===== src/rtl/if_fetch_pkg.sv =====
// rtl/if_fetch_pkg.sv - shared types and constants for the instruction-fetch stage
package if_fetch_pkg;

  localparam int          W_ADDR = 32;
  localparam logic [31:0] NOP    = 32'h0000_0000;

  typedef enum logic [2:0] {
    S_IDLE = 3'd0,
    S_ADDR = 3'd1,
    S_DATA = 3'd2,
    S_HOLD = 3'd3,
    S_DROP = 3'd4
  } state_t;

  typedef struct packed {
    logic [W_ADDR-1:0] pc;
    logic [31:0]       inst;
    logic              adel;
  } fetch_t;

  function automatic logic addr_misaligned(input logic [W_ADDR-1:0] addr);
    return addr[1:0] != 2'b00;
  endfunction

endpackage


===== src/rtl/if_fetch_if.sv =====
// rtl/if_fetch_if.sv - SRAM-like instruction bus (addr/data handshake)
interface if_fetch_if;
  import if_fetch_pkg::*;

  logic              inst_req;
  logic [W_ADDR-1:0] inst_addr;
  logic              inst_addr_ok;
  logic              inst_data_ok;
  logic [31:0]       inst_rdata;

  modport master (
    output inst_req,
    output inst_addr,
    input  inst_addr_ok,
    input  inst_data_ok,
    input  inst_rdata
  );

  modport slave (
    input  inst_req,
    input  inst_addr,
    output inst_addr_ok,
    output inst_data_ok,
    output inst_rdata
  );

endinterface


===== src/rtl/if_id_reg.sv =====
// rtl/if_id_reg.sv - IF/ID boundary register, priority flush > stall > load > bubble
module if_id_reg
  import if_fetch_pkg::*;
#(
  parameter logic [W_ADDR-1:0] RESET_PC = 32'h0000_0000
) (
  input  logic              clk,
  input  logic              rst,
  input  logic              flush,
  input  logic              stall,
  input  logic              load,
  input  fetch_t            load_data,
  output logic              if_valid,
  output logic [W_ADDR-1:0] if_pc,
  output logic [31:0]       if_inst,
  output logic              if_adel
);

  always_ff @(posedge clk) begin
    if (rst) begin
      if_valid <= 1'b0;
      if_pc    <= RESET_PC;
      if_inst  <= NOP;
      if_adel  <= 1'b0;
    end else if (flush) begin
      if_valid <= 1'b0;
    end else if (!stall) begin
      if (load) begin
        if_valid <= 1'b1;
        if_pc    <= load_data.pc;
        if_inst  <= load_data.inst;
        if_adel  <= load_data.adel;
      end else begin
        // nothing completed this cycle: hand ID a bubble
        if_valid <= 1'b0;
      end
    end
  end

endmodule


===== src/rtl/if_fetch.sv =====
// rtl/if_fetch.sv - instruction-fetch stage: one outstanding bus request, hold buffer, redirect drop
// Optional macro IF_ADDR_CHECK_EN: misaligned fetches raise if_adel instead of going to the bus.
module if_fetch
  import if_fetch_pkg::*;
#(
  parameter logic [W_ADDR-1:0] RESET_PC = 32'h0000_0000
) (
  input  logic              clk,
  input  logic              rst,
  input  logic              pc_valid,
  input  logic [W_ADDR-1:0] pc_addr,
  input  logic              stall,
  input  logic              flush,
  output logic              fetch_stall,
  if_fetch_if.master        bus,
  output logic              if_valid,
  output logic [W_ADDR-1:0] if_pc,
  output logic [31:0]       if_inst,
  output logic              if_adel
);

  state_t state;
  fetch_t hold_buf;
  fetch_t load_data;
  logic   misaligned;
  logic   done;

`ifdef IF_ADDR_CHECK_EN
  assign misaligned    = (state == S_ADDR) && addr_misaligned(pc_addr);
  assign bus.inst_addr = pc_addr;
`else
  assign misaligned    = 1'b0;
  assign bus.inst_addr = {pc_addr[W_ADDR-1:2], 2'b00};
`endif

  assign bus.inst_req = (state == S_ADDR) && !misaligned;
  assign done         = ((state == S_DATA) && bus.inst_data_ok) ||
                        (state == S_HOLD) || misaligned;
  // released on flush so the PC can take the redirect target
  assign fetch_stall  = pc_valid && !flush && !(done && !stall);

  always_comb begin
    load_data = '{pc: pc_addr, inst: bus.inst_rdata, adel: 1'b0};
    if (state == S_HOLD) begin
      load_data = hold_buf;
    end else if (misaligned) begin
      load_data = '{pc: pc_addr, inst: NOP, adel: 1'b1};
    end
  end

  always_ff @(posedge clk) begin
    if (rst) begin
      state    <= S_IDLE;
      hold_buf <= '0;
    end else begin
      case (state)
        S_IDLE: begin
          if (pc_valid) state <= S_ADDR;
        end
        S_ADDR: begin
          // without addr_ok a flush just lets the new pc_addr re-present
          if (bus.inst_req && bus.inst_addr_ok) state <= flush ? S_DROP : S_DATA;
        end
        S_DATA: begin
          if (bus.inst_data_ok) begin
            if (flush) begin
              state <= S_ADDR;
            end else if (stall) begin
              state    <= S_HOLD;
              hold_buf <= '{pc: pc_addr, inst: bus.inst_rdata, adel: 1'b0};
            end else begin
              state <= S_ADDR;
            end
          end else if (flush) begin
            state <= S_DROP;
          end
        end
        S_DROP: begin
          // the stale response must still be consumed exactly once
          if (bus.inst_data_ok) state <= S_ADDR;
        end
        S_HOLD: begin
          if (flush || !stall) state <= S_ADDR;
        end
        default: state <= S_IDLE;
      endcase
    end
  end

  if_id_reg #(
    .RESET_PC (RESET_PC)
  ) u_if_id_reg (
    .clk       (clk),
    .rst       (rst),
    .flush     (flush),
    .stall     (stall),
    .load      (done),
    .load_data (load_data),
    .if_valid  (if_valid),
    .if_pc     (if_pc),
    .if_inst   (if_inst),
    .if_adel   (if_adel)
  );

endmodule


===== src/flat_wrapper.sv =====
// flat-port wrapper written by rule: the top's interface ports become plain ports
module if_fetch_flat import if_fetch_pkg::*;
#(
  parameter logic [W_ADDR-1:0] RESET_PC = 32'h0000_0000
)
  (clk, rst, pc_valid, pc_addr, stall, flush, fetch_stall, if_valid, if_pc, if_inst, if_adel, bus_inst_req, bus_inst_addr, bus_inst_addr_ok, bus_inst_data_ok, bus_inst_rdata);
  if_fetch_if bus_i ();
  input  logic clk;
  input  logic rst;
  input  logic pc_valid;
  input  logic [W_ADDR-1:0] pc_addr;
  input  logic stall;
  input  logic flush;
  output logic fetch_stall;
  output logic if_valid;
  output logic [W_ADDR-1:0] if_pc;
  output logic [31:0] if_inst;
  output logic if_adel;
  output wire logic [$bits(bus_i.inst_req)-1:0] bus_inst_req;
  output wire logic [$bits(bus_i.inst_addr)-1:0] bus_inst_addr;
  input wire logic [$bits(bus_i.inst_addr_ok)-1:0] bus_inst_addr_ok;
  input wire logic [$bits(bus_i.inst_data_ok)-1:0] bus_inst_data_ok;
  input wire logic [$bits(bus_i.inst_rdata)-1:0] bus_inst_rdata;
  assign bus_inst_req = bus_i.inst_req;
  assign bus_inst_addr = bus_i.inst_addr;
  assign bus_i.inst_addr_ok = bus_inst_addr_ok;
  assign bus_i.inst_data_ok = bus_inst_data_ok;
  assign bus_i.inst_rdata = bus_inst_rdata;
  if_fetch #(.RESET_PC(RESET_PC)) u_core (.clk(clk), .rst(rst), .pc_valid(pc_valid), .pc_addr(pc_addr), .stall(stall), .flush(flush), .fetch_stall(fetch_stall), .bus(bus_i), .if_valid(if_valid), .if_pc(if_pc), .if_inst(if_inst), .if_adel(if_adel));
endmodule

===== config.mk =====
export PLATFORM = sky130hd
export DESIGN_NAME = if_fetch_flat
export DESIGN_NICKNAME = d
export VERILOG_FILES = /design/src/rtl/if_fetch_pkg.sv /design/src/rtl/if_fetch_if.sv /design/src/rtl/if_id_reg.sv /design/src/rtl/if_fetch.sv /design/src/flat_wrapper.sv
export SDC_FILE = /design/constraint.sdc
export NUM_CORES = 1
export LEC_CHECK = 0
export ABC_AREA = 1
export BUFFER_PORTS_ARGS = -buffer_cell sky130_fd_sc_hd__buf_2
export CAP_MARGIN = 0
export CORE_UTILIZATION = 57
export DETAILED_ROUTE_END_ITERATION = 16
export PLACE_DENSITY_LB_ADDON = 0.08
export SYNTH_ARGS = -nofsm -noshare
export SYNTH_HDL_FRONTEND = slang
export SYNTH_HIERARCHICAL = 1
export SYNTH_SLANG_ARGS = --single-unit

===== constraint.sdc =====
create_clock -name clk -period 3.05 [get_ports clk]
set_clock_uncertainty 0.2 [all_clocks]
set_input_delay 0.4575 -clock clk [delete_from_list [all_inputs] [get_ports clk]]
set_output_delay 0.4575 -clock clk [all_outputs]
set_load 0.02 [all_outputs]

==> out/metrics.cfg <==
[sta]
fmax_ghz=0.369
rsz0062_at_grt=false
tightest_slew_ps=1160
setup-tns-final_ps=0
setup_viol_count_final=0
period_needed_ps=2710
relSlewSlack=0.228
fin_crit_sh=0.889
slew_viol_final=0
whs_ps=90.2
hold_viol_final=0

[detailed_routing]
via_per_inst=4.94
finalWirelength_um=14900
drtAntennaViolNets=0
first_pass_iters=7
wire_per_inst_um=11.9
first_iter_violations=401
drc=0
vias=6180

[die]
row_count=38
die_w_um=109
io_pins=171
fp.dieH_um=109
start_util=0.593
coreArea_um2=11000
dieArea_um2=11900

[cts]
post_cts_buffers=0
clockBufferDepth=2
insertion_delay_ps=420
cts.sinks=133
postCtsHoldBufs=0
cts_made_buffers=17
cts_tree=done
cts_resized=0
path_clk_slew_ps=50
clock-root-buffer=clkbuf_16
htree_levels=4

[placed_design]
place_inst=1220
place_hpwl_um=9010
numPortBuffers=168
finalWeightedCongestion=0.795

[pwr]
seq_power_share=0.378
power_mw=5.21
powerDensity_nw_per_um2=687
p_sw_frac=0.315
p_switching_mw=1.64
max-vdd-ir-drop_v=0.000404
comb_power_share=0.238
p_int_mw=3.57
clockPowerShare=0.384
p_leak_nw=3.84

[synth]
syn_area_per_cell_um2=6.52
synth.lib_cells_used.distinct=24
ys_warn_count=6
synth_area_leaders=dfxtp_1 41%, nand2_1 16%, nor2_1 12%
synthCells=1000
yosys_register_bits=133
synth_area_um2=6520
synth_top_cell_area_share=0.409
synth_top_cell_by_area=dfxtp_1
synth_seq_area_share=0.409

[worst_setup_path]
ff2ff_path_depth=8
critPathRequiredTime_ps=2390
setup.worst_path.end_class=output pin
slowest_delay_ps=440
timing_worst_setup_path_type=flop to output pin
critPathLaunchType=flop
r2r_slack_ps=600
slowest_stage=dfxtp_1
r2r_end=u_core/u_if_id_reg/if_pc[3]
cp.arrival_ps=2050
rr_startpoint=u_core/state[1]
crit_chain=nand2_1, nor2_4, nor2_1, o211ai_1, inv_1, buf_2
worstPathMaxFanout=20

[layout]
nets=1170
final_util=0.691
drive_gt1_frac=0.203
layout_commonest_cell=nand2_1
final_cell_count_no_fill=1251
seq_area_um2=2660
final_cell_mix=271 x nand2_1, 206 x nor2_1, 168 x buf_2
fill_cells=1025
syn2layout_area_growth_pct=16.4
multiInputGateArea_um2=2900
antenna_cells=0

[run_status]
outcome=finished, final reports clean

[hold_path]
min_path_type=input port to flop
hold_start=bus_inst_rdata[15]
min_to=u_core/hold_buf[16]
min_path_cells=3

[grt]
grt_start_max_net_pins=79
grt_pass1_wl_um=24200
grt_usage=0.259
grt_pass1_vias=5114
antenna_found_initial=0
grt_remaining_overflow=0

[job]
drv_cap=0

==> worst max-delay path: cells and delay by family, from the launching register on <==
kind | cells | cell delay [ps]
AND/OR/NAND/NOR | 3 | 720
buffers and inverters | 2 | 270
flip-flops | 1 | 440
AO/OA/AOI/OAI | 1 | 220
==> metal layers <==
layer | wire [um] | global-route usage | up-vias | share of wire
met5 | 0 | 0 | - | 0
met2 | 6680 | 0.389 | 180 | 0.45
met1 | 7070 | 0.357 | 2725 | 0.47
met3 | 984 | 0.0604 | 12 | 0.066
li1 | - | - | 3263 | -
met4 | 163 | 0.100 | 0 | 0.011
==> synthesized netlist by cell type (all sizes together) <==
library cell	n
a21oi	66
buf	83
clkbuf	18
conb	1
dfxtp	133
inv	79
nand2	272
nand3	68
nand4	2
nor2	209
nor3	1
o211ai	1
o21ai	66
or2	1
==> cell type report <==
class                      count  area share
clock buffer                  29      0.0726
clock inverter                 2     0.00462
inverter                      79      0.0397
multi-input combinational    689       0.382
sequential                   133       0.351
tap                          140      0.0231
timing repair buffer         179       0.127
==> sequential cells by signal, indices dropped and copies added (netlist names) <==
| register | cells |
|---|---|
| u_core/hold_buf | 64 |
| u_core/u_if_id_reg/if_valid | 1 |
| u_core/u_if_id_reg/if_inst | 32 |
| u_core/u_if_id_reg/if_adel | 1 |
| u_core/state | 3 |
| u_core/u_if_id_reg/if_pc | 32 |
==> per-stage QoR <==
| step | cell area [um2] | worst slack, ps |
|---|---|---|
| 5_1_grt | 7590 | 236 |
| 2_1_floorplan | 6530 | 1350 |
| 6_report | 7590 | 340 |
| 3_3_place_gp | 7000 | 671 |
| 3_5_place_dp | 7000 | 617 |
| 4_1_cts | 7590 | 349 |
==> cells by family (layout without fill, tap and decap cells) <==
group                  count (synthesis)  in the layout  synth area share
buffers and inverters                180            289             0.149
DFF                                  133            133             0.409
and+or+nand+nor                      553            553             0.335
other                                  1              3          0.000575
AOI/OAI and AO/OA                    133            133             0.107
==> power groups by stage <==
stage / Clock [mW] / Sequential [mW] / Combinational (mW)
after CTS: 2.02 / 1.97 / 1.25
after global placement: 0 / 2.00 / 1.23
after floorplan: 0 / 2.09 / 0.863
final: 2.00 / 1.97 / 1.24
after global routing: 2.11 / 1.99 / 1.40
after detailed placement: 0 / 2.01 / 1.24
==> how the worst max path moves through the flow <==
stage                    start                           end  slack [ps]  depth (start not counted)
6_report       u_core/state[1]                   fetch_stall         340                          6
5_1_grt        u_core/state[1]                   fetch_stall         240                          6
4_1_cts        u_core/state[1]                   fetch_stall         350                          6
3_5_place_dp   u_core/state[1]  u_core/u_if_id_reg/if_pc[11]         620                          8
3_3_place_gp   u_core/state[1]  u_core/u_if_id_reg/if_pc[13]         670                          8
2_1_floorplan  u_core/state[1]  u_core/u_if_id_reg/if_pc[21]        1350                         10
Power figures use the tool's default switching activity.
